`config.mk`:
```
export PLATFORM = sky130hd
export DESIGN_NAME = ps2_host_tx
export DESIGN_NICKNAME = d
export VERILOG_FILES = /design/src/rtl/ps2_pkg.sv /design/src/rtl/ps2_sync_edge.sv /design/src/rtl/ps2_host_tx.sv
export SDC_FILE = /design/constraint.sdc
export NUM_CORES = 1
export LEC_CHECK = 0
export ABC_AREA = 1
export BUFFER_PORTS_ARGS = -buffer_cell sky130_fd_sc_hd__clkbuf_2
export CORE_ASPECT_RATIO = 1.1
export CORE_UTILIZATION = 30
export CTS_CLUSTER_DIAMETER = 40
export DETAILED_ROUTE_END_ITERATION = 7
export PLACE_DENSITY = 0.51
export SLEW_MARGIN = 0
export SYNTH_ARGS = -nofsm -noshare
export SYNTH_HDL_FRONTEND = slang
export SYNTH_SLANG_ARGS = --single-unit
```
`constraint.sdc`:
```
create_clock -name clk -period 1.68 [get_ports clk]
set_input_delay 0.336 -clock clk [delete_from_list [all_inputs] [get_ports clk]]
set_output_delay 0.336 -clock clk [all_outputs]
set_load 0.1 [all_outputs]
```
`src/rtl/ps2_pkg.sv`:
```
// ps2_pkg -- shared definitions for the PS/2 host transmitter.
//   state_t     : host-to-device transfer FSM states
//   DATA_BITS   : data bits per PS/2 frame
//   FRAME_EDGES : device clock falling edges per host-to-device frame
//                 (8 data + parity + stop + ack)
//   odd_parity  : parity bit that makes the frame's count of ones odd
package ps2_pkg;

  typedef enum logic [2:0] {
    IDLE,
    INHIBIT,
    RTS,
    SHIFT,
    WAIT_ACK,
    WAIT_IDLE
  } state_t;

  localparam int unsigned DATA_BITS   = 8;
  localparam int unsigned FRAME_EDGES = 11;

  function automatic logic odd_parity(input logic [DATA_BITS-1:0] i_d);
    return ~^i_d;
  endfunction

endpackage

```
`src/rtl/ps2_sync_edge.sv`:
```
// ps2_sync_edge -- 2-flop synchronizer with falling-edge detect for one
// PS/2 pad line.
//   clk, rst_n : system clock, asynchronous active-low reset
//   i_async    : raw pad level (asynchronous)
//   o_sync     : synchronized level
//   o_fall     : one-cycle pulse on a synchronized 1->0 transition
module ps2_sync_edge (
  input  logic clk,
  input  logic rst_n,
  input  logic i_async,
  output logic o_sync,
  output logic o_fall
);

  logic r_meta;
  logic r_sync;
  logic r_prev;

  // Flops reset to 1: an idle PS/2 line floats high, so leaving reset
  // must not fabricate a falling edge.
  always_ff @(posedge clk or negedge rst_n) begin
    if (!rst_n) begin
      r_meta <= 1'b1;
      r_sync <= 1'b1;
      r_prev <= 1'b1;
    end else begin
      r_meta <= i_async;
      r_sync <= r_meta;
      r_prev <= r_sync;
    end
  end

  assign o_sync = r_sync;
  assign o_fall = r_prev & ~r_sync;

endmodule

```
`src/rtl/ps2_host_tx.sv`:
```
// ps2_host_tx -- PS/2 host-to-device command transmitter.
//   clk, rst_n         : system clock, asynchronous active-low reset
//   tx_data/tx_valid   : command byte and request (accepted when tx_ready=1)
//   tx_ready           : idle, request can be accepted
//   ps2_clk_i/data_i   : raw pad inputs (asynchronous)
//   ps2_clk_oe/data_oe : 1 = pull the line low (open-drain enables)
//   done               : one-cycle pulse at the end of a transfer
//   ack_ok             : device acknowledge, held until the next done
//   err_timeout        : pulses with done when the watchdog aborts
// Build option: define PS2_HOST_TX_TIMEOUT_EN to add the transfer watchdog
// (TIMEOUT_US, counted from entry to RTS). Without it err_timeout is 0 and
// the block waits on the device indefinitely.
module ps2_host_tx
  import ps2_pkg::*;
#(
  parameter int unsigned CLK_FREQ_HZ = 100_000_000,
  parameter int unsigned INHIBIT_US  = 100,
  parameter int unsigned TIMEOUT_US  = 15000
) (
  input  logic       clk,
  input  logic       rst_n,
  input  logic [7:0] tx_data,
  input  logic       tx_valid,
  output logic       tx_ready,
  input  logic       ps2_clk_i,
  input  logic       ps2_data_i,
  output logic       ps2_clk_oe,
  output logic       ps2_data_oe,
  output logic       done,
  output logic       ack_ok,
  output logic       err_timeout
);

  localparam int unsigned INHIBIT_CYC =
    32'((64'(INHIBIT_US) * 64'(CLK_FREQ_HZ)) / 64'd1_000_000);
  localparam int unsigned INH_W = (INHIBIT_CYC > 1) ? $clog2(INHIBIT_CYC) : 1;
  localparam logic [INH_W-1:0] INH_LAST = INH_W'(INHIBIT_CYC - 1);

  localparam int unsigned BIT_W   = $clog2(FRAME_EDGES);
  localparam int unsigned IDX_W   = $clog2(DATA_BITS);
  localparam logic [BIT_W-1:0] PAR_IDX = BIT_W'(DATA_BITS);

  if (INHIBIT_CYC == 0 || TIMEOUT_US == 0) begin : g_bad_cfg
    $error("ps2_host_tx: INHIBIT_US and TIMEOUT_US must be non-zero");
  end

  logic w_clk_sync;
  logic w_clk_fall;
  logic w_data_sync;
  logic w_data_fall;

  ps2_sync_edge u_sync_clk (
    .clk    (clk),
    .rst_n  (rst_n),
    .i_async(ps2_clk_i),
    .o_sync (w_clk_sync),
    .o_fall (w_clk_fall)
  );

  ps2_sync_edge u_sync_data (
    .clk    (clk),
    .rst_n  (rst_n),
    .i_async(ps2_data_i),
    .o_sync (w_data_sync),
    .o_fall (w_data_fall)
  );

  state_t           r_state;
  logic [7:0]       r_data;
  logic [INH_W-1:0] r_inh_cnt;
  logic [BIT_W-1:0] r_bit_cnt;
  logic             r_clk_oe;
  logic             r_data_oe;
  logic             r_ready;
  logic             r_done;
  logic             r_ack;
  logic             r_ack_ok;
  logic             w_complete;

  assign w_complete = (r_state == WAIT_IDLE) && w_clk_sync && w_data_sync;

`ifdef PS2_HOST_TX_TIMEOUT_EN
  localparam int unsigned TIMEOUT_CYC =
    32'((64'(TIMEOUT_US) * 64'(CLK_FREQ_HZ)) / 64'd1_000_000);
  localparam int unsigned WD_W = (TIMEOUT_CYC > 1) ? $clog2(TIMEOUT_CYC) : 1;
  localparam logic [WD_W-1:0] WD_LAST = WD_W'(TIMEOUT_CYC - 1);

  logic [WD_W-1:0] r_wd_cnt;
  logic            r_err;
  logic            w_wd_active;

  assign w_wd_active = (r_state == RTS) || (r_state == SHIFT) ||
                       (r_state == WAIT_ACK) || (r_state == WAIT_IDLE);
`endif

  always_ff @(posedge clk or negedge rst_n) begin
    if (!rst_n) begin
      r_state   <= IDLE;
      r_data    <= '0;
      r_inh_cnt <= '0;
      r_bit_cnt <= '0;
      r_clk_oe  <= 1'b0;
      r_data_oe <= 1'b0;
      r_ready   <= 1'b0;
      r_done    <= 1'b0;
      r_ack     <= 1'b0;
      r_ack_ok  <= 1'b0;
`ifdef PS2_HOST_TX_TIMEOUT_EN
      r_wd_cnt  <= '0;
      r_err     <= 1'b0;
`endif
    end else begin
      r_done <= 1'b0;
`ifdef PS2_HOST_TX_TIMEOUT_EN
      r_err  <= 1'b0;
`endif
      case (r_state)
        IDLE: begin
          r_ready   <= 1'b1;
          r_clk_oe  <= 1'b0;
          r_data_oe <= 1'b0;
          if (tx_valid && r_ready) begin
            r_data    <= tx_data;
            r_ready   <= 1'b0;
            r_clk_oe  <= 1'b1;
            r_inh_cnt <= '0;
            r_state   <= INHIBIT;
          end
        end
        INHIBIT: begin
          if (r_inh_cnt == INH_LAST) begin
            r_inh_cnt <= '0;
            r_data_oe <= 1'b1;
            r_state   <= RTS;
          end else begin
            r_inh_cnt <= r_inh_cnt + 1'b1;
          end
        end
        RTS: begin
          r_clk_oe  <= 1'b0;
          r_bit_cnt <= '0;
          r_state   <= SHIFT;
        end
        SHIFT: begin
          // r_bit_cnt = falling edges already seen; it tops out at 10.
          if (w_clk_fall) begin
            if (r_bit_cnt < PAR_IDX) begin
              r_data_oe <= ~r_data[r_bit_cnt[IDX_W-1:0]];
            end else if (r_bit_cnt == PAR_IDX) begin
              r_data_oe <= ~odd_parity(r_data);
            end else begin
              r_data_oe <= 1'b0;
              r_state   <= WAIT_ACK;
            end
            r_bit_cnt <= r_bit_cnt + 1'b1;
          end
        end
        WAIT_ACK: begin
          if (w_clk_fall) begin
            r_ack   <= ~w_data_sync;
            r_state <= WAIT_IDLE;
          end
        end
        WAIT_IDLE: begin
          if (w_complete) begin
            r_done    <= 1'b1;
            r_ack_ok  <= r_ack;
            r_ready   <= 1'b1;
            r_bit_cnt <= '0;
            r_state   <= IDLE;
          end
        end
        default: r_state <= IDLE;
      endcase
`ifdef PS2_HOST_TX_TIMEOUT_EN
      // Watchdog overrides the FSM, but a transfer completing on the
      // expiry cycle still counts as completed.
      if (w_wd_active) begin
        if (r_wd_cnt == WD_LAST && !w_complete) begin
          r_clk_oe  <= 1'b0;
          r_data_oe <= 1'b0;
          r_done    <= 1'b1;
          r_err     <= 1'b1;
          r_ack_ok  <= 1'b0;
          r_ready   <= 1'b1;
          r_bit_cnt <= '0;
          r_wd_cnt  <= '0;
          r_state   <= IDLE;
        end else if (r_wd_cnt != WD_LAST) begin
          r_wd_cnt <= r_wd_cnt + 1'b1;
        end
      end else begin
        r_wd_cnt <= '0;
      end
`endif
    end
  end

  // Gating with rst_n releases the lines the moment reset asserts.
  assign ps2_clk_oe  = r_clk_oe & rst_n;
  assign ps2_data_oe = r_data_oe & rst_n;
  assign tx_ready    = r_ready;
  assign done        = r_done;
  assign ack_ok      = r_ack_ok;

`ifdef PS2_HOST_TX_TIMEOUT_EN
  assign err_timeout = r_err;
`else
  assign err_timeout = 1'b0;
`endif

endmodule

```
==> results of run 1 <==
==> worst max-delay path: cells and delay by family, from the launching register on <==
family,cells,cell delay (ns)
AND/OR/NAND/NOR,6,0.42
buffers and inverters,1,0.10
flip-flops,1,0.38
adder cells (fa/ha/maj),1,0.19
AO/OA/AOI/OAI,2,0.34
==> power breakdown <==
part | total [mW] | switching (mW) | internal (mW)
sequential | 1.56 | 0.277 | 1.29
clock | 0.951 | 0.357 | 0.594
combinational | 2.19 | 1.37 | 0.817
==> metal layers <==
| metal | wire (µm) | vias to the layer above | GRT usage |
|---|---|---|---|
| met3 | 128 | 7 | 0.0333 |
| met1 | 2050 | 826 | 0.174 |
| met4 | 57 | 0 | 0.0431 |
| met5 | 0 | - | 0 |
| met2 | 2130 | 26 | 0.217 |
| li1 | - | 971 | - |
==> registers in the layout, summed over array words and instances, names as in the netlist, 3 cells and up <==
register / cells
r_data: 8
r_inh_cnt: 14
r_state: 3
r_bit_cnt: 4
==> cells in the mapped netlist <==
cell	count	area (µm²)
ha_1	3	37.5
nor2_2	2	12.5
clkbuf_1	1	3.75
nand4_1	7	43.8
o22a_2	1	10.0
nor3_1	2	10.0
buf_4	3	22.5
nand3_2	3	30.0
o211ai_1	3	22.5
o21ai_1	3	15.0
o22ai_1	3	18.8
nor2_1	22	82.6
dfrtp_1	35	876
buf_2	2	10.0
a22o_1	1	8.76
nand2_2	2	12.5
inv_2	5	18.8
nand2_1	87	327
a21oi_2	1	8.76
a21oi_1	13	65.1
o21ai_0	22	110
inv_1	34	128
xor2_1	6	52.6
dfstp_2	5	131
nand3_1	18	90.1
conb_1	1	3.75
==> logic make-up after synthesis <==
| kind of cell | after synthesis | synth area share |
|---|---|---|
| AO/OA/AOI/OAI | 47 | 0.120 |
| XOR/XNOR | 6 | 0.0244 |
| buffers and inverters | 45 | 0.0849 |
| flip-flops | 40 | 0.468 |
| AND/OR/NAND/NOR | 143 | 0.283 |
| other | 1 | 0.00174 |
| adder cells (fa/ha/maj) | 3 | 0.0175 |
==> final cells by class <==
| type | instances | area share |
|---|---|---|
| sequential | 40 | 0.389 |
| multi-input combinational | 200 | 0.379 |
| tap | 85 | 0.0410 |
| clock inverter | 2 | 0.0232 |
| inverter | 39 | 0.0565 |
| clock buffer | 6 | 0.0280 |
| timing repair buffer | 30 | 0.0831 |
==> how the worst min path moves through the flow <==
stage	depth (start not counted)	slack [ns]	startpoint	to
global route	1	0.1	ps2_data_i	u_sync_data.r_meta
global placement	1	0.19	rst_n	r_inh_cnt[4]
CTS	1	0.10	ps2_data_i	u_sync_data.r_meta
finish	1	0.12	ps2_data_i	u_sync_data.r_meta
floorplan	0	0.04	rst_n	ack_ok
detailed placement	1	0.19	rst_n	r_inh_cnt[4]
==> timing repair <==
item,4_1_cts,5_1_grt
resized for setup,0,8
hold endpoints to repair,5,0
hold buffers,1,0
buffers inserted,0,3
setup endpoints to repair,0,10
==> stage by stage <==
stage,TNS (ns),hold slack [ns],instance area [µm²],cells
2_1_floorplan,0,0.0404,2150,285
3_3_place_gp,0,0.188,2400,390
3_5_place_dp,0,0.190,2400,390
4_1_cts,0,0.103,2550,399
5_1_grt,-0.0717,0.0963,2590,402
6_report,0,0.115,2590,402
==> out/qor.yml, run 1 <==
cells_and_area:
  regArea_mm2: 0.00101
  final_nets: 332
  multi_input_area_um2: 982
  utilization: 0.372
  layout_common_cells: "84 x nand2_1, 34 x inv_1, 34 x dfrtp_1, 21 x o21ai_0, 20 x nor2_1"
  area_delta_synth_final_pct: 20.5
  final_common_cell: "nand2_1"
  fill_cells: 749
  drive_above_1_share: 0.199
  n_antenna_cell: 0
clocking:
  path_clk_slew_ns: 0.08
  cts.htree.levels: 2
  numClockSinks: 40
  clk-insertion-delay-late_ns: 0.30
  numCtsBuffers: 5
  cts_tree: "built"
  cts_buffer_depth: 2
  root_buffer: "clkbuf_8"
timing:
  skew_ns: 0.0124
  period_needed_ns: 1.54
  fin_crit_sh: 0.914
  slew_headroom: 0.642
  slew_violations: 0
  rsz0062_at_grt: "yes"
  finalSetupViolations: 0
  setup_slack_ns: 0.144
  worst_pin_slew_ns: 0.539
  finalHoldViolCount: 0
  fmax_mhz: 651
placed_design:
  gp_congestion: 0.884
  dp_hpwl_mm: 3.25
  place_ws_ns: 0.0613
  port_buffers: 17
min_path:
  hp-class: "input pin to flop"
flow_run:
  cap_viol_max_count: 0
floorplan:
  initial_core_util: 0.309
  die_area_mm2: 0.00751
  io_pins: 19
  coreArea_mm2: 0.00697
  fp.dieW_um: 82.7
  die_h_um: 90.8
  rows: 32
worst_setup_path:
  critical_path.max_fanout: 4
  critPathLaunch: "r_bit_cnt[1]"
  crit_type: "flop to flop"
  path_cells: "inv_1 > ha_1 > nand2_1 > nor2_1 > o21ai_2 > nand2_1 > a21oi_2 > nand3_2 > nand2_1 > nand2_1"
  cp_common_cell: "nand2_1"
  cp-end-kind: "flop"
  r2r_start: "r_bit_cnt[1]"
  cp-start-kind: "flop"
  r2r_slack_ns: 0.14
  cp-endpoint: "r_state[2]"
  worstPathArrival_ns: 1.72
  r2r_end: "r_state[2]"
  cp_slowest_cell: "dfrtp_1"
  max_stage_delay_ns: 0.38
  required_ns: 1.86
  worstRegToRegCells: 10
power_and_ir_drop:
  p_per_area_mw_per_mm2: 1820
  p_leak_nw: 1.29
  power_mw: 4.70
  vdd_drop_max_mv: 0.607
logic_synthesis:
  yosysSeqAreaShare: 0.468
  yosys_warnings: 0
  synth.avg_cell_area_um2: 7.55
  syn_inst: 285
  synthesis.nets: 301
  yosysUniqueCellTypes: 26
  ys_ff_latch: 40
  synth_area_mm2: 0.00215
grt:
  grt_max_degree: 36
  antenna_found_initial: 0
  grt_overflow: 0
  grt_pass1_wl_mm: 7.82
  grt_use_total: 0.135
  grt_pass1_vias: 1743
detailed_routing:
  wl_mm: 4.36
  viasPerCell: 4.55
  dr.first_iter.drc_count: 112
  postRouteAntennaNets: 0
  via_count: 1830
  first_pass_iters: 4
  wl_per_cell_um: 10.9
  drc_errors: 0
status:
  outcome: "complete, no violations"
No activity file was read; power rests on OpenSTA's default activity.
==> inputs of run 2 (changes only) <==
CORE_ASPECT_RATIO = unset   (was 1.1)
TNS_END_PERCENT = 30   (was unset)
==> run 2 against run 1 <==
  * Via count up 3.8%
  * Design area down 0.58%
  * Worst hold slack worse by 0.053 ns
  * Core utilization rose by 0.31 points
  * Sequential share of layout area grew 0.28 points
  * Combinational power hardly changed
==> out/qor.yml, run 2 (synthesized netlist as in run 1, its figures left out) <==
status:
  outcome: "complete, no violations"  # unchanged
clocking:
  cts_tree: "built"  # unchanged
  hold_buffers: 0  # was 1
  path_clk_slew_ns: 0.08  # about the same
  clk-insertion-delay-late_ns: 0.29  # was 0.30 ns
  cts_buffer_depth: 2  # unchanged
  numClockSinks: 40  # unchanged
  root_buffer: "clkbuf_8"  # unchanged
  numCtsBuffers: 5  # unchanged
  cts.htree.levels: 2  # unchanged
worst_setup_path:
  cp_slowest_cell: "dfrtp_1"  # unchanged
  worstRegToRegCells: 10  # unchanged
  required_ns: 1.87  # was 1.86 ns
  worstPathArrival_ns: 1.74  # was 1.72 ns
  cp_common_cell: "nand2_1"  # unchanged
  path_cells: "inv_2 > ha_1 > nand2_1 > nor2_1 > o21ai_2 > nand2_1 > a21oi_4 > nand3_2 > nand2_1 > nand2_1"  # was inv_1 > ha_1 > nand2_1 > nor2_1 > o21ai_2 > nand2_1 > a21oi_2 > nand3_2 > nand2_1 > nand2_1
  cp-end-kind: "flop"  # unchanged
  max_stage_delay_ns: 0.43  # was 0.38 ns
  critical_path.max_fanout: 5  # was 4
  crit_type: "flop to flop"  # unchanged
  cp-start-kind: "flop"  # unchanged
power_and_ir_drop:
  p_per_area_mw_per_mm2: 1720  # was 1820 mW/mm²
  p_leak_nw: 1.28  # was 1.29 nW
  vdd_drop_max_mv: 0.765  # was 0.607 mV
  power_mw: 4.44  # was 4.70 mW
detailed_routing:
  via_count: 1899  # was 1,830
  dr.first_iter.drc_count: 45  # was 112
  drc_errors: 0  # unchanged
  postRouteAntennaNets: 0  # unchanged
  first_pass_iters: 4  # unchanged
  wl_per_cell_um: 11.0  # was 10.9 µm
  wl_mm: 4.56  # was 4.36 mm
  viasPerCell: 4.60  # was 4.55
timing:
  slew_headroom: 0.638  # was 0.642
  period_needed_ns: 1.55  # was 1.54 ns
  tns_ns: 0  # unchanged
  finalSetupViolations: 0  # unchanged
  fin_crit_sh: 0.922  # was 0.914
  setup_slack_ns: 0.131  # was 0.144 ns
  skew_ns: 0.00539  # was 0.0124 ns
  finalHoldViolCount: 0  # unchanged
  slew_violations: 0  # unchanged
  worst_pin_slew_ns: 0.545  # was 0.539 ns
  hold_ws_ns: 0.0625  # was 0.115 ns
  fmax_mhz: 645  # was 651 MHz
floorplan:
  io_pins: 19  # unchanged
  rows: 30  # was 32
  fp.dieW_um: 86.7  # was 82.7 µm
  initial_core_util: 0.313  # was 0.309
  coreArea_mm2: 0.00687  # was 0.00697 mm²
  die_area_mm2: 0.00751  # about the same
  die_h_um: 86.7  # was 90.8 µm
grt:
  grt_overflow: 0  # unchanged
  grt_pass1_vias: 1750  # was 1,743
  grt_max_degree: 25  # was 36
  grt_use_total: 0.133  # was 0.135
  antenna_found_initial: 0  # unchanged
  grt_pass1_wl_mm: 7.94  # was 7.82 mm
cells_and_area:
  layout_common_cells: "84 x nand2_1, 33 x inv_1, 33 x dfrtp_1, 22 x o21ai_0, 20 x nor2_1"  # was 84 x nand2_1, 34 x inv_1, 34 x dfrtp_1, 21 x o21ai_0, 20 x nor2_1
  final_nets: 332  # unchanged
  fill_cells: 727  # was 749
  layoutNonFillerInstCount: 413  # was 402
  area_delta_synth_final_pct: 19.8  # was 20.5%
  drive_above_1_share: 0.211  # was 0.199
  final_common_cell: "nand2_1"  # unchanged
  utilization: 0.375  # was 0.372
  largest_reg_flops: 14  # unchanged
  largestRegisters: "r_inh_cnt x14, r_data x8, r_bit_cnt x4"  # unchanged
  regMostFlops: "r_inh_cnt"  # unchanged
  final_cell_area_mm2: 0.00258  # was 0.00259 mm²
  n_antenna_cell: 0  # unchanged
flow_run:
  cap_viol_max_count: 0  # unchanged
placed_design:
  dp_hpwl_mm: 3.39  # was 3.25 mm
  gp_congestion: 0.837  # was 0.884
  place_ws_ns: 0.0438  # was 0.0613 ns
  dp_cells: 403  # was 390
  port_buffers: 17  # unchanged
  placed_area_mm2: 0.00243  # was 0.00240 mm²
min_path:
  hp-class: "input pin to async pin"  # was input pin to flop
[run 2: worst max-delay path, delay by kind of cell (launching register included)]
kind                       cells  cell delay (ns)
and+or+nand+nor                6             0.43
AOI/OAI and AO/OA              2             0.32
adders and majority gates      1             0.18
buffers and inverters          1             0.08
DFF                            1             0.43
[run 2: path summary, 6_finish.rpt]
path | startpoint | endpoint | slack (ns)
worst min register to register | u_sync_data.r_meta | u_sync_data.o_sync | 0.36
worst min-delay path | rst_n | r_bit_cnt[1] | 0.06
min in group clk | ps2_data_i | u_sync_data.r_meta | 0.12
worst max-delay path | r_bit_cnt[1] | r_state[2] | 0.13
worst max register to register | r_bit_cnt[1] | r_state[2] | 0.13
max in group asynchronous | rst_n | u_sync_data.o_sync | 1.27
[run 2: timing repair]
action                     CTS  global route
setup endpoints to repair    0            10
setup buffers                0             2
resized for setup            0            12
[run 2: power breakdown]
| part | switching, mW | internal (mW) | leakage, nW |
|---|---|---|---|
| Sequential | 0.285 | 1.29 | 0.511 |
| Combinational | 1.40 | 0.817 | 0.721 |
| Clock | 0.355 | 0.290 | 0.0479 |
| Total | 2.04 | 2.40 | 1.28 |
[run 2: final cells by class]
type                    count  area [µm²]  area share
clock buffers               5        68.8      0.0267
well taps                  96         120      0.0466
inverters                  39         146      0.0568
repair buffers             30         213      0.0826
flip-flops and latches     40        1010       0.392
clock inverters             3        18.8     0.00729
multi-input cells         200        1000       0.388
[run 2: metal layers]
layer	wire length (µm)	share of wire	global-route usage	vias to the layer above
met1	2250	0.49	0.173	882
met2	2130	0.47	0.221	38
met5	0	0	0	-
met3	151	0.033	0.0314	5
li1	-	-	-	974
met4	21	0.0046	0.0394	0
